===== src/rtl/intf_burst_src.sv =====
// Burst source: one start pulse emits BURST_LEN beats on a valid/ready stream,
// followed by an optional idle gap; the data pattern is chosen at elaboration.
module intf_burst_src #(
    parameter int PARAM      = 0,
    parameter int WIDTH      = 8,
    parameter int BURST_LEN  = 4,
    parameter int GAP_CYCLES = 2
) (
    input  logic             clk,
    input  logic             rst_n,
    input  logic             start,
    output logic             busy,
    output logic             out_valid,
    input  logic             out_ready,
    output logic [WIDTH-1:0] out_data,
    output logic             out_last,
    output logic [15:0]      done_count
);

    localparam int BW = (BURST_LEN > 1) ? $clog2(BURST_LEN) : 1;
    localparam int GW = (GAP_CYCLES > 1) ? $clog2(GAP_CYCLES) : 1;
    localparam logic [BW-1:0] BEAT_LAST = BW'(BURST_LEN - 1);
    localparam logic [GW-1:0] GAP_LAST  = GW'((GAP_CYCLES > 0) ? GAP_CYCLES - 1 : 0);

    typedef enum logic [1:0] {
        ST_IDLE  = 2'd0,
        ST_BURST = 2'd1,
        ST_GAP   = 2'd2
    } state_t;

    state_t          r_state;
    logic [BW-1:0]   r_beat;
    logic [GW-1:0]   r_gap;
    logic            r_valid;
    logic            r_last;
    logic            r_busy;
    logic [15:0]     r_done;
    logic            w_accept;
    logic [BW-1:0]   w_beat_nxt;

    assign w_accept   = r_valid & out_ready;
    assign w_beat_nxt = r_beat + {{(BW-1){1'b0}}, 1'b1};

    // Burst sequencing FSM with registered handshake, status and counters.
    always_ff @(posedge clk) begin
        if (!rst_n) begin
            r_state <= ST_IDLE;
            r_beat  <= '0;
            r_gap   <= '0;
            r_valid <= 1'b0;
            r_last  <= 1'b0;
            r_busy  <= 1'b0;
            r_done  <= 16'd0;
        end else begin
            case (r_state)
                ST_IDLE: begin
                    if (start) begin
                        r_state <= ST_BURST;
                        r_beat  <= '0;
                        r_valid <= 1'b1;
                        r_last  <= (BURST_LEN == 1);
                        r_busy  <= 1'b1;
                    end
                end
                ST_BURST: begin
                    if (w_accept) begin
                        if (r_last) begin
                            r_valid <= 1'b0;
                            r_last  <= 1'b0;
                            if (r_done != 16'hFFFF) begin
                                r_done <= r_done + 16'd1;
                            end
                            if (GAP_CYCLES > 0) begin
                                r_state <= ST_GAP;
                                r_gap   <= '0;
                                r_busy  <= 1'b1;
                            end else begin
                                r_state <= ST_IDLE;
                                r_busy  <= 1'b0;
                            end
                        end else begin
                            r_beat <= w_beat_nxt;
                            r_last <= (w_beat_nxt == BEAT_LAST);
                        end
                    end
                end
                ST_GAP: begin
                    // A start seen on the exit edge is dropped, not queued.
                    if (r_gap == GAP_LAST) begin
                        r_state <= ST_IDLE;
                        r_busy  <= 1'b0;
                    end else begin
                        r_gap <= r_gap + {{(GW-1){1'b0}}, 1'b1};
                    end
                end
                default: begin
                    r_state <= ST_IDLE;
                    r_valid <= 1'b0;
                    r_last  <= 1'b0;
                    r_busy  <= 1'b0;
                end
            endcase
        end
    end

    assign busy       = r_busy;
    assign out_valid  = r_valid;
    assign out_last   = r_last;
    assign done_count = r_done;

    generate
        if (WIDTH < 1) begin : g_bad_width
            $error("intf_burst_src: WIDTH must be >= 1");
        end
        if (BURST_LEN < 1) begin : g_bad_len
            $error("intf_burst_src: BURST_LEN must be >= 1");
        end
        if (GAP_CYCLES < 0) begin : g_bad_gap
            $error("intf_burst_src: GAP_CYCLES must be >= 0");
        end

        if (PARAM == 2) begin : g_incr
            logic [WIDTH-1:0] r_pat;
            // Running count survives across bursts; only reset clears it.
            always_ff @(posedge clk) begin
                if (!rst_n) begin
                    r_pat <= '0;
                end else if (w_accept) begin
                    r_pat <= r_pat + {{(WIDTH-1){1'b0}}, 1'b1};
                end else begin
                    r_pat <= r_pat;
                end
            end
            assign out_data = r_pat;
        end else if (PARAM == 3) begin : g_ones
            assign out_data = {WIDTH{r_valid}};
        end else if (PARAM == 0) begin : g_zero
            assign out_data = '0;
        end else begin : g_bad_param
            $error("intf_burst_src: PARAM must be 0, 2 or 3");
            assign out_data = '0;
        end
    endgenerate

endmodule

===== config.mk =====
export PLATFORM = sky130hd
export DESIGN_NAME = intf_burst_src
export DESIGN_NICKNAME = d
export VERILOG_FILES = /design/src/rtl/intf_burst_src.sv
export SDC_FILE = /design/constraint.sdc
export NUM_CORES = 1
export LEC_CHECK = 0
export BUFFER_PORTS_ARGS = -buffer_cell sky130_fd_sc_hd__buf_4
export CAP_MARGIN = 20
export CELL_PAD_IN_SITES_DETAIL_PLACEMENT = 1
export CELL_PAD_IN_SITES_GLOBAL_PLACEMENT = 1
export CORE_ASPECT_RATIO = 0.5
export CORE_MARGIN = 2
export CORE_UTILIZATION = 41
export DETAILED_ROUTE_END_ITERATION = 8
export GPL_ROUTABILITY_DRIVEN = 1
export MAX_ROUTING_LAYER = met4
export PLACE_DENSITY = 0.81
export SLEW_MARGIN = 20
export SYNTH_ARGS = -nofsm -noshare
export SYNTH_HDL_FRONTEND = slang
export SYNTH_SLANG_ARGS = --single-unit

===== constraint.sdc =====
create_clock -name clk -period 4 [get_ports clk]
set_clock_uncertainty 0.1 [all_clocks]
set_input_delay 0.2 -clock clk [delete_from_list [all_inputs] [get_ports clk]]
set_output_delay 0.2 -clock clk [all_outputs]
set_load 0.01 [all_outputs]

# Word-level counts from Yosys, hierarchy flattened
# Cells that the tools add are included.
[totals]
in_bits = 4
output_inout_bits = 27
reg_bits = 24
elab_cells = 53
[classes]
n_reduce_logical = 9
add_sub_neg = 3
n_bitwise = 2
n_mux = 23
eq_ne = 9
[op_table]
columns = ["operator", "n"]
rows = [
  ["$add A16 B1 Y16 const B", 1],
  ["$ne A16 B16 Y1 const B", 1],
  ["$reduce_and A4 Y1", 4],
  ["$mux W2", 7],
  ["$mux W1", 10],
  ["$ne A2 B2 Y1 const B", 5],
  ["$pmux W1 S3", 3],
  ["$pmux W2 S3", 1],
  ["$reduce_and A3 Y1", 2],
  ["$eq A2 B2 Y1 const B", 2],
  ["$pmux W2 S2", 1],
  ["$reduce_bool A2 Y1", 2],
  ["$add A2 B1 Y2 const B", 1],
  ["$eq A2 B1 Y1 const B", 1],
  ["$logic_not A2 Y1", 1],
  ["$pmux W1 S2", 1],
  ["$add A1 B1 Y1 const B", 1],
  ["$and A1 B1 Y1", 1],
  ["$not A1 Y1", 1],
]

# Longest topological paths before layout
# Gate-level depths: netlist (run 1).
[logic_depth]
word_depth = 5
depth_mapped = 7
ltp_nobuf = 6

# Least setup slack after synthesis (run 1)
# Ideal clock, no wire load.
[synth_timing]
path_type = "register -> register"
startpoint = "register r_done[0], in the netlist done_count[0]"
endpoint = "register r_done[0], in the netlist done_count[0]"
setup_time_ns = 0.115
stages_incl_launch_ff = 8
t_arrival_ns = 1.785
synth_period_minus_slack_ns = 2.000
slack_ns = 2.000
n_path_buf = 1
path_cell_list = "dfxtp_1 -> ha_1 -> nand4_1 -> or4_1 -> buf_2 -> and2_4 -> xor2_1 -> and2_1"
[synth_between]
elab_chain_cells = 2
elab_cells_between_ends = 3
cone_classes = "add/sub: 1; eq/ne: 1; reduce/logical: 1"
[synth_lines]
columns = ["item", "line", "text"]
rows = [
  ["start, declared", "37", "logic [15:0] r_done;"],
  ["start signal, assigned", "71", "r_done <= r_done + 16'd1;"],
  ["parallel branches: the longest is 2 deep, another holds $add A16 B1 Y16", "--", ""],
]
# Parallel ways; which one is timed is not known.
# A chain may end at the register's enable or synchronous reset.

# Final worst setup path (run 1)
# Ends and elaborated chain as after synthesis.

==> results of run 1 <==
## sequential cells by signal, summed over array words and instances, names as in the netlist
signal	flops
r_state	2
out_last	1
busy	1
done_count	16
r_beat	2
r_gap	1
out_valid	1
## layout make-up
type                    count  area, um2
fillers                   368       1479
flip-flops and latches     24      480.5
inverters                   4      15.01
clock buffers               4      55.05
well taps                  40      50.05
repair buffers             22      165.2
multi-input cells         112      698.2
## layer usage
metal	routed length, um	GRT usage (%)	vias up
li1	-	-	528
met1	1365	24.48	504
met2	1366	30.08	24
met3	124	5.106	2
met4	24	4.333	0
met5	0	-	-
## power by group through the flow
stage	logic, mW	clock network, mW	registers (mW)
after floorplan	0.0185	0	0.249
after global placement	0.0214	0	0.249
after detailed placement	0.0216	0	0.249
after CTS	0.0217	0.171	0.243
after global routing	0.0248	0.182	0.244
final	0.0217	0.166	0.243
## cell usage in the layout (no fill, tap or decap), drive strengths merged
master	netlist	final
nand2b	3	3
nor2b	4	4
xnor2	9	9
or3	2	2
o21ai	7	7
xor2	1	1
conb	1	8
nand4	9	9
nand2	10	10
or4	1	1
and3	3	3
ha	2	2
inv	4	4
a21boi	2	2
o211ai	1	1
nor2	9	9
clkbuf	3	4
dfxtp	24	24
buf	9	22
nor3b	1	1
a31oi	1	1
nor4bb	1	1
nand3	7	7
o31ai	1	1
or2	1	1
mux2i	3	3
and2	12	12
a21oi	5	5
nor3	2	2
o21a	4	4
nor4	3	3
## cell usage after synthesis, drive strengths merged, types with 4 or more instances
| master | count | share of area, % |
|---|---|---|
| inv | 4 | 1.2 |
| a21oi | 5 | 2.0 |
| dfxtp | 24 | 39 |
| o21ai | 7 | 2.8 |
| and2 | 12 | 6.2 |
| o21a | 4 | 2.4 |
| xnor2 | 9 | 6.3 |
| nor2b | 4 | 2.0 |
| nor2 | 9 | 2.7 |
| nand3 | 7 | 3.2 |
| nand2 | 10 | 3.0 |
| buf | 9 | 5.2 |
| nand4 | 9 | 5.0 |
## how the worst max path moves through the flow
stage,start,to,slack (ns),cells past startpoint
after global placement,done_count[0],done_count[0],1.96,6
after global routing,done_count[0],done_count[0],1.73,6
after detailed placement,done_count[0],done_count[0],1.88,6
after floorplan,done_count[0],done_count[0],2.00,7
final,done_count[0],done_count[0],1.84,6
after CTS,done_count[0],done_count[0],1.87,6
## kinds of logic (layout without fill, tap and decap cells)
family | count (synthesis) | in the layout | share of synthesized area [%]
fa+ha+maj | 2 | 2 | 2.012
xor+xnor | 10 | 10 | 7.043
simple gates | 68 | 68 | 32.09
compound gates | 21 | 21 | 10.16
buf+inv | 16 | 30 | 7.343
other cells | 1 | 8 | 0.3015
mux | 3 | 3 | 2.415
flops | 24 | 24 | 38.63
## worst max-delay path: stages, from the launching register on
cell,delay (ns)
dfxtp_1,0.40
ha_1,0.26
nand4_1,0.14
or4_1,0.63
and2_4,0.23
xor2_1,0.14
and2_1,0.16
## through the flow
step,total power [mW],setup WS [ns],cells
2_1_floorplan,0.2677,2.000,152
3_3_place_gp,0.2702,1.955,202
3_5_place_dp,0.2706,1.879,202
4_1_cts,0.4358,1.866,206
5_1_grt,0.4501,1.726,206
6_report,0.4313,1.843,206
==> results_dict.tcl, run 1 <==
set metrics [dict create \
    seq_power_share_pct 56.4 \
    start_util_pct 42.26 \
    antenna_found_initial 0 \
    routed_wl_um 2881 \
    nNetsFinal 173 \
    vias 1058 \
    wl_per_cell_um 13.99 \
    p_clk_share_pct 38.6 \
    grt_max_degree 28 \
    fin_util_pct 49.74 \
    syn_to_final_growth_pct 17.71 \
    setup_viol 0 \
    dieArea_um2 3517 \
    maxSlewViolCount 0 \
    cts_root_buf "clkbuf_8" \
    rsz0062_at_grt "false" \
    fp-row-count 14 \
    reg2reg_from "done_count[0]" \
    numCtsBuffers 3 \
    tns_ns 0 \
    ctsResizeCount 0 \
    relSlewSlack_pct 63.35 \
    htreeDepth 1 \
    start_kind "flip-flop" \
    syn-cell-area_um2 1244 \
    tightest_slew_ns 0.5452 \
    synth_edf_count 0 \
    whs_ns 0.1206 \
    power_density_nw_per_um2 294.6 \
    hold_viol_final 0 \
    routed_via_density 5.136 \
    dpl.hpwl_um 2041 \
    grt_pass1_wl_um 4878 \
    cts.sinks 24 \
    p_comb_share_pct 5.0 \
    n_antenna_cell 0 \
    whs_path_depth 3 \
    reg2reg_depth 6 \
    drv_cap 0 \
    p_leak_nw 0.5775 \
    status "complete, no violations" \
    criticalPathCategory "flip-flop to flip-flop" \
    place_area_um2 1409 \
    boundaryPins 31 \
    coreArea_um2 2943 \
    r2r_end "done_count[0]" \
    path_max_fanout 7 \
    syn_avg_cell_area_um2 8.577 \
    p_int_mw 0.3369 \
    die_y_um 42.95 \
    io_buffers 22 \
    overflow 0 \
    clk_path_buf_depth 2 \
    async_flop_share_pct 0 \
    grt_pass1_vias 1021 \
    yosysSeqAreaShare_pct 38.63 \
    clk_latency_ns 0.27 \
    p_sw_share_pct 21.90 \
    min-delay-path-class "input port to flip-flop" \
    switching_power_mw 0.09443 \
    final_cell_area_um2 1464 \
    first_pass_iters 4 \
    endpoint_kind "flip-flop" \
    vdd_drop_max_uv 151.3 \
    period_needed_ns 2.157 \
    required_ns 4.07 \
    holdPathEnd "r_state[0]" \
    gp_congestion 0.7485 \
    die_w_um 81.89 \
    cts_setup_buffers 0 \
    path_clk_slew_ns 0.09 \
    synth_cells 145 \
    hold_start "start" \
    max_freq_ghz 0.4635 \
    synthFlopType "dfxtp_1" \
    synth.distinct_cells 39 \
    period_share_pct 53.94 \
    ctsHoldBuffers 0 \
    critPathArrivalTime_ns 2.23 \
    synth_warnings 0 \
    grt_usage_pct 19.03 \
    ant_nets 0 \
    ys_ff_latch 24 \
    drc_errors 0 \
    drive_gt1_share_pct 19.88 \
    ff2ff_setup_slack_ns 1.84 \
    first_iter_violations 26 \
    cts_tree "built" \
]
(Power assumes the default switching activity.)
==> inputs of run 2 (changes only) <==
--- a/config.mk
+++ b/config.mk
@@ -11,11 +11,11 @@
 export CELL_PAD_IN_SITES_GLOBAL_PLACEMENT = 1
 export CORE_ASPECT_RATIO = 0.5
 export CORE_MARGIN = 2
-export CORE_UTILIZATION = 41
+export CORE_UTILIZATION = 38
 export DETAILED_ROUTE_END_ITERATION = 8
 export GPL_ROUTABILITY_DRIVEN = 1
 export MAX_ROUTING_LAYER = met4
-export PLACE_DENSITY = 0.81
+export PLACE_DENSITY = 0.76
 export SLEW_MARGIN = 20
 export SYNTH_ARGS = -nofsm -noshare
 export SYNTH_HDL_FRONTEND = slang
==> constraint.sdc (replaced) <==
create_clock -name clk -period 2.1 [get_ports clk]
set_clock_uncertainty 0.1 [all_clocks]
set_input_delay 0.105 -clock clk [delete_from_list [all_inputs] [get_ports clk]]
set_output_delay 0.105 -clock clk [all_outputs]
set_load 0.01 [all_outputs]
==> run 2 against run 1 <==
Compared with the run above:
- non-clock buffer count is 12 higher
- hold slack got worse by 0.096 ns
- maximum frequency is 6.9% higher
- worst setup slack worse by 1.8 ns
- sequential power up 90%
- highest routed layer unchanged
- first-iteration DRC count rose by 73%
- cell count grew 5.8%
- total power increased by 110%
- critical endpoint unchanged
- critical path depth unchanged
- via count is 7.4% higher
- clock power rose by 140%
- register-to-register slack got worse by 1.8 ns
==> results_dict.tcl, run 2 (synthesis gave the netlist of run 1 again) <==
set metrics [dict create \
    required_ns 2.17 \
    routed_via_density 5.211 \
    crit_family "simple AND/OR/NAND/NOR gates" \
    ctsHoldBuffers 0 \
    fin_util_pct 51.43 \
    maxSlewViolCount 0 \
    whs_path_depth 3 \
    crit_chain "ha_2, nand4_1, or4_4, and2_4, xor2_1, and2_1" \
    p_comb_share_pct 4.8 \
    fin_ws_ns 0.08147 \
    path_clk_slew_ns 0.09 \
    fillCellCount 380 \
    setup_viol 0 \
    criticalPathCategory "flip-flop to flip-flop" \
    antenna_found_initial 0 \
    rsz0062_at_grt "false" \
    grt_pass1_wl_um 5278 \
    drv_cap 0 \
    die_w_um 84.91 \
    critPathMaxStageDelay_ns 0.57 \
    final_cell_mix "buf_4, dfxtp_1, and2_1, nand2_1" \
    dp_slack_ns -0.04452 \
    cts_tree "built" \
    period_needed_ns 2.019 \
    power_density_nw_per_um2 575.6 \
    switching_power_mw 0.1771 \
    vias 1136 \
    critPathArrivalTime_ns 2.08 \
    p_leak_nw 0.6466 \
    hold_viol_final 0 \
    io_buffers 22 \
    path_depth 6 \
    cp.buffers_inverters 0 \
    grt_pass1_vias 1111 \
    p_clk_share_pct 44.2 \
    numCtsBuffers 3 \
    cts.sinks 24 \
    boundaryPins 31 \
    overflow 0 \
    drive_gt1_share_pct 26.40 \
    start_kind "flip-flop" \
    reg2reg_depth 6 \
    first_iter_violations 45 \
    syn_to_final_growth_pct 26.76 \
    cpMaxStageDelayCell "or4_4" \
    ant_nets 0 \
    grt_max_degree 28 \
    largest_reg_flops 16 \
    cts_root_buf "clkbuf_8" \
    nNetsFinal 185 \
    dpl.hpwl_um 2206 \
    drc_errors 0 \
    fp-row-count 14 \
    path_max_fanout 7 \
    seq_power_share_pct 51.0 \
    min-delay-path-class "input port to flip-flop" \
    grt_usage_pct 18.76 \
    n_antenna_cell 0 \
    start_util_pct 40.57 \
    routed_wl_um 3237 \
    final_common_cell "buf_4" \
    htreeDepth 1 \
    clk_path_buf_depth 2 \
    die_y_um 44.46 \
    first_pass_iters 4 \
    p_sw_share_pct 19.52 \
    coreArea_um2 3065 \
    endpoint_kind "flip-flop" \
    clk_latency_ns 0.26 \
    max_freq_ghz 0.4954 \
    vdd_drop_max_uv 319.4 \
    ff2ff_setup_slack_ns 0.08 \
    wl_per_cell_um 14.85 \
    gp_congestion 0.7963 \
    dieArea_um2 3774 \
    status "complete, no violations" \
    p_int_mw 0.7303 \
    period_share_pct 96.12 \
]
## run 2: cell count changes in the layout (fill, tap and decap cells not counted)
cell       change
buf_4         +12
ha_1           -1
clkbuf_8       -1
or4_1          -1
ha_2           +1
or4_4          +1
bufinv_16      +1
## run 2: path summary, 6_finish.rpt
check,startpoint,to
max,done_count[1],done_count[0]
min,start,r_state[0]
max reg2reg,done_count[1],done_count[0]
min reg2reg,done_count[13],done_count[13]
## run 2: final cells by class
type                    count  area (um2)  share of cell area (%)
clock buffers               3       41.29                   2.619
inverters                   4       15.01                  0.9524
repair buffers             34       255.2                   16.19
multi-input cells         112       704.4                   44.68
well taps                  40       50.05                   3.175
clock inverters             1       30.03                   1.905
flip-flops and latches     24       480.5                   30.48
## run 2: metrics by stage
stage               cell area [um2]  setup TNS [ns]  hold slack, ns  total power [mW]  cells
floorplan                      1270               0          0.1433            0.5099    152
global placement               1499               0          0.3102            0.5171    214
detailed placement             1499        -0.04452          0.3130            0.5177    214
CTS                            1574               0         0.02318            0.9173    218
global route                   1577               0         0.03757            0.9484    218
finish                         1577               0         0.02506            0.9075    218
## run 2: power by group through the flow
stage               Clock [mW]  Combinational (mW)  Sequential [mW]
detailed placement           0              0.0445            0.473
CTS                      0.410              0.0446            0.462
global placement             0              0.0441            0.473
global route             0.436              0.0495            0.463
floorplan                    0              0.0352            0.475
finish                   0.401              0.0440            0.462
## run 2: routing by layer
layer / GRT usage (%) / up-vias / share of wire (%) / wire length (um)
li1: - / 558 / - / -
met5: - / - / 0 / 0
met4: 2.857 / 0 / 0.59 / 19
met3: 3.918 / 2 / 3.8 / 123
met2: 34.33 / 25 / 49 / 1587
met1: 22.25 / 551 / 47 / 1507
## run 2: repair_timing
action / CTS / global route
endpoints found under the setup margin: 1 / 1
buffers inserted: 0 / 0
resized for setup: 1 / 1
## run 2: worst register-to-register path, cell delays in order, from the launching register on
cell and delay, ns:
dfxtp_1 0.39, ha_2 0.23, nand4_1 0.15, or4_4 0.57, and2_4 0.20, xor2_1 0.13
and2_1 0.15
==> inputs of run 3 (changes only) <==
--- a/config.mk
+++ b/config.mk
@@ -16,6 +16,7 @@
 export GPL_ROUTABILITY_DRIVEN = 1
 export MAX_ROUTING_LAYER = met4
 export PLACE_DENSITY = 0.76
+export RECOVER_POWER = 100
 export SLEW_MARGIN = 20
 export SYNTH_ARGS = -nofsm -noshare
 export SYNTH_HDL_FRONTEND = slang
==> run 3 against run 2 <==
Compared with the run above:
- maximum frequency up 0.26%
- core utilization down 2.9 points
- sequential power about the same
- highest routed layer unchanged
- largest power group unchanged
- critical endpoint unchanged
- wire length down 0.93%
- non-clock buffer count unchanged
- register-to-register slack about the same
- via count up 0.26%
==> results_dict.tcl, run 3 (synthesis gave the netlist of run 1 again) <==
set metrics [dict create \
    path_depth 6 \
    syn_to_final_growth_pct 19.72 \
    drc_errors 0 \
    routed_wl_um 3207 \
    start_kind "flip-flop" \
    n_antenna_cell 0 \
    hold_viol_final 0 \
    tns_ns 0 \
    final_cell_area_um2 1489 \
    status "complete, no violations" \
    power_mw 0.9052 \
    grt_pass1_vias 1111 \
    setup_viol 0 \
    vias 1139 \
    largest_reg_flops 16 \
    cts_setup_buffers 0 \
    die_y_um 44.46 \
    die_w_um 84.91 \
    final_cell_mix "dfxtp_1, clkbuf_1, buf_4, nand2_1" \
    final_common_cell "dfxtp_1" \
    maxSlewViolCount 0 \
    io_buffers 22 \
    start_util_pct 40.57 \
    first_pass_iters 4 \
    critPathArrivalTime_ns 2.08 \
    routed_via_density 5.225 \
    min-delay-path-class "input port to flip-flop" \
    dp_slack_ns -0.04452 \
    path_clk_slew_ns 0.09 \
    power_density_nw_per_um2 608.0 \
    dpl.hpwl_um 2206 \
    coreArea_um2 3065 \
    whs_path_depth 3 \
    numCtsBuffers 3 \
    cpMaxStageDelayCell "or4_4" \
    antenna_found_initial 0 \
    rsz0062_at_grt "false" \
    gp_congestion 0.7963 \
    clk_path_buf_depth 2 \
    cts_tree "built" \
    place_area_um2 1499 \
    max_freq_ghz 0.4967 \
    fp-row-count 14 \
    period_needed_ns 2.013 \
    cts_root_buf "clkbuf_8" \
    fin_ws_ns 0.08672 \
    nNetsFinal 185 \
    period_share_pct 95.87 \
    criticalPathCategory "flip-flop to flip-flop" \
    clk_latency_ns 0.26 \
    grt_usage_pct 18.76 \
    required_ns 2.16 \
    ant_nets 0 \
    cts.sinks 24 \
    endpoint_kind "flip-flop" \
    grt_pass1_wl_um 5278 \
    htreeDepth 1 \
    boundaryPins 31 \
    path_max_fanout 7 \
    dieArea_um2 3774 \
    reg2reg_depth 6 \
    drive_gt1_share_pct 14.04 \
    wl_per_cell_um 14.71 \
    crit_chain "ha_2, nand4_1, or4_4, and2_4, xor2_1, and2_0" \
    crit_family "simple AND/OR/NAND/NOR gates" \
    first_iter_violations 49 \
    critPathMaxStageDelay_ns 0.57 \
    overflow 0 \
    grt_max_degree 28 \
    drv_cap 0 \
    p_leak_nw 0.5510 \
    cp.buffers_inverters 0 \
    vdd_drop_max_uv 318.6 \
]
==> run 3: cell count changes in the layout (fill, tap and decap cells not counted), moves of 6 or more <==
cell,previous run,this run
clkbuf_1,0,21
and2_1,11,5
buf_4,34,11
and2_0,0,6
==> run 3: metrics by stage <==
| stage | util, % | hold WS, ns | std cells |
|---|---|---|---|
| global placement | 48.90 | 0.3102 | 214 |
| detailed placement | 48.90 | 0.3130 | 214 |
| floorplan | - | 0.1433 | 152 |
| global route | 48.57 | 0.03757 | 218 |
| CTS | 51.35 | 0.02318 | 218 |
| finish | 48.57 | 0.02520 | 218 |
==> run 3: worst paths after layout <==
path / from / end / slack [ns]
worst min-delay path: start / r_state[0] / 0.03
worst min register to register: done_count[13] / done_count[13] / 0.40
worst max-delay path: done_count[1] / done_count[0] / 0.09
worst max register to register: done_count[1] / done_count[0] / 0.09
==> run 3: final cells by class <==
class                           count  area [um2]
Inverter                            4       15.01
Fill cell                         388        1577
Timing Repair Buffer               34       173.9
Multi-Input combinational cell    112       698.2
Sequential cell                    24       480.5
Clock inverter                      1       30.03
Tap cell                           40       50.05
Clock buffer                        3       41.29
==> run 3: timing repair <==
action / in CTS / in global routing
endpoints found under the setup margin: 1 / 1
gates resized for setup: 1 / 1
hold buffers: 0 / 0
endpoints found under the hold margin: 0 / 0
==> run 3: power by group <==
group	total (mW)	switching [mW]	leakage (nW)	internal, mW
combinational	0.0407	0.0277	0.321	0.0130
clock	0.402	0.148	0.0357	0.255
sequential	0.462	0.00306	0.194	0.459
==> run 3: layer usage <==
layer | vias to the layer above | GRT usage [%] | wire (um)
met1 | 552 | 22.25 | 1494
li1 | 560 | - | -
met4 | 0 | 2.857 | 19
met5 | - | - | 0
met3 | 2 | 3.918 | 117
met2 | 25 | 34.33 | 1575
==> run 3: tightest hold or removal path: stages <==
cell,delay (ns)
buf_4,0.12
nor2_1,0.08
nor4bb_1,0.05
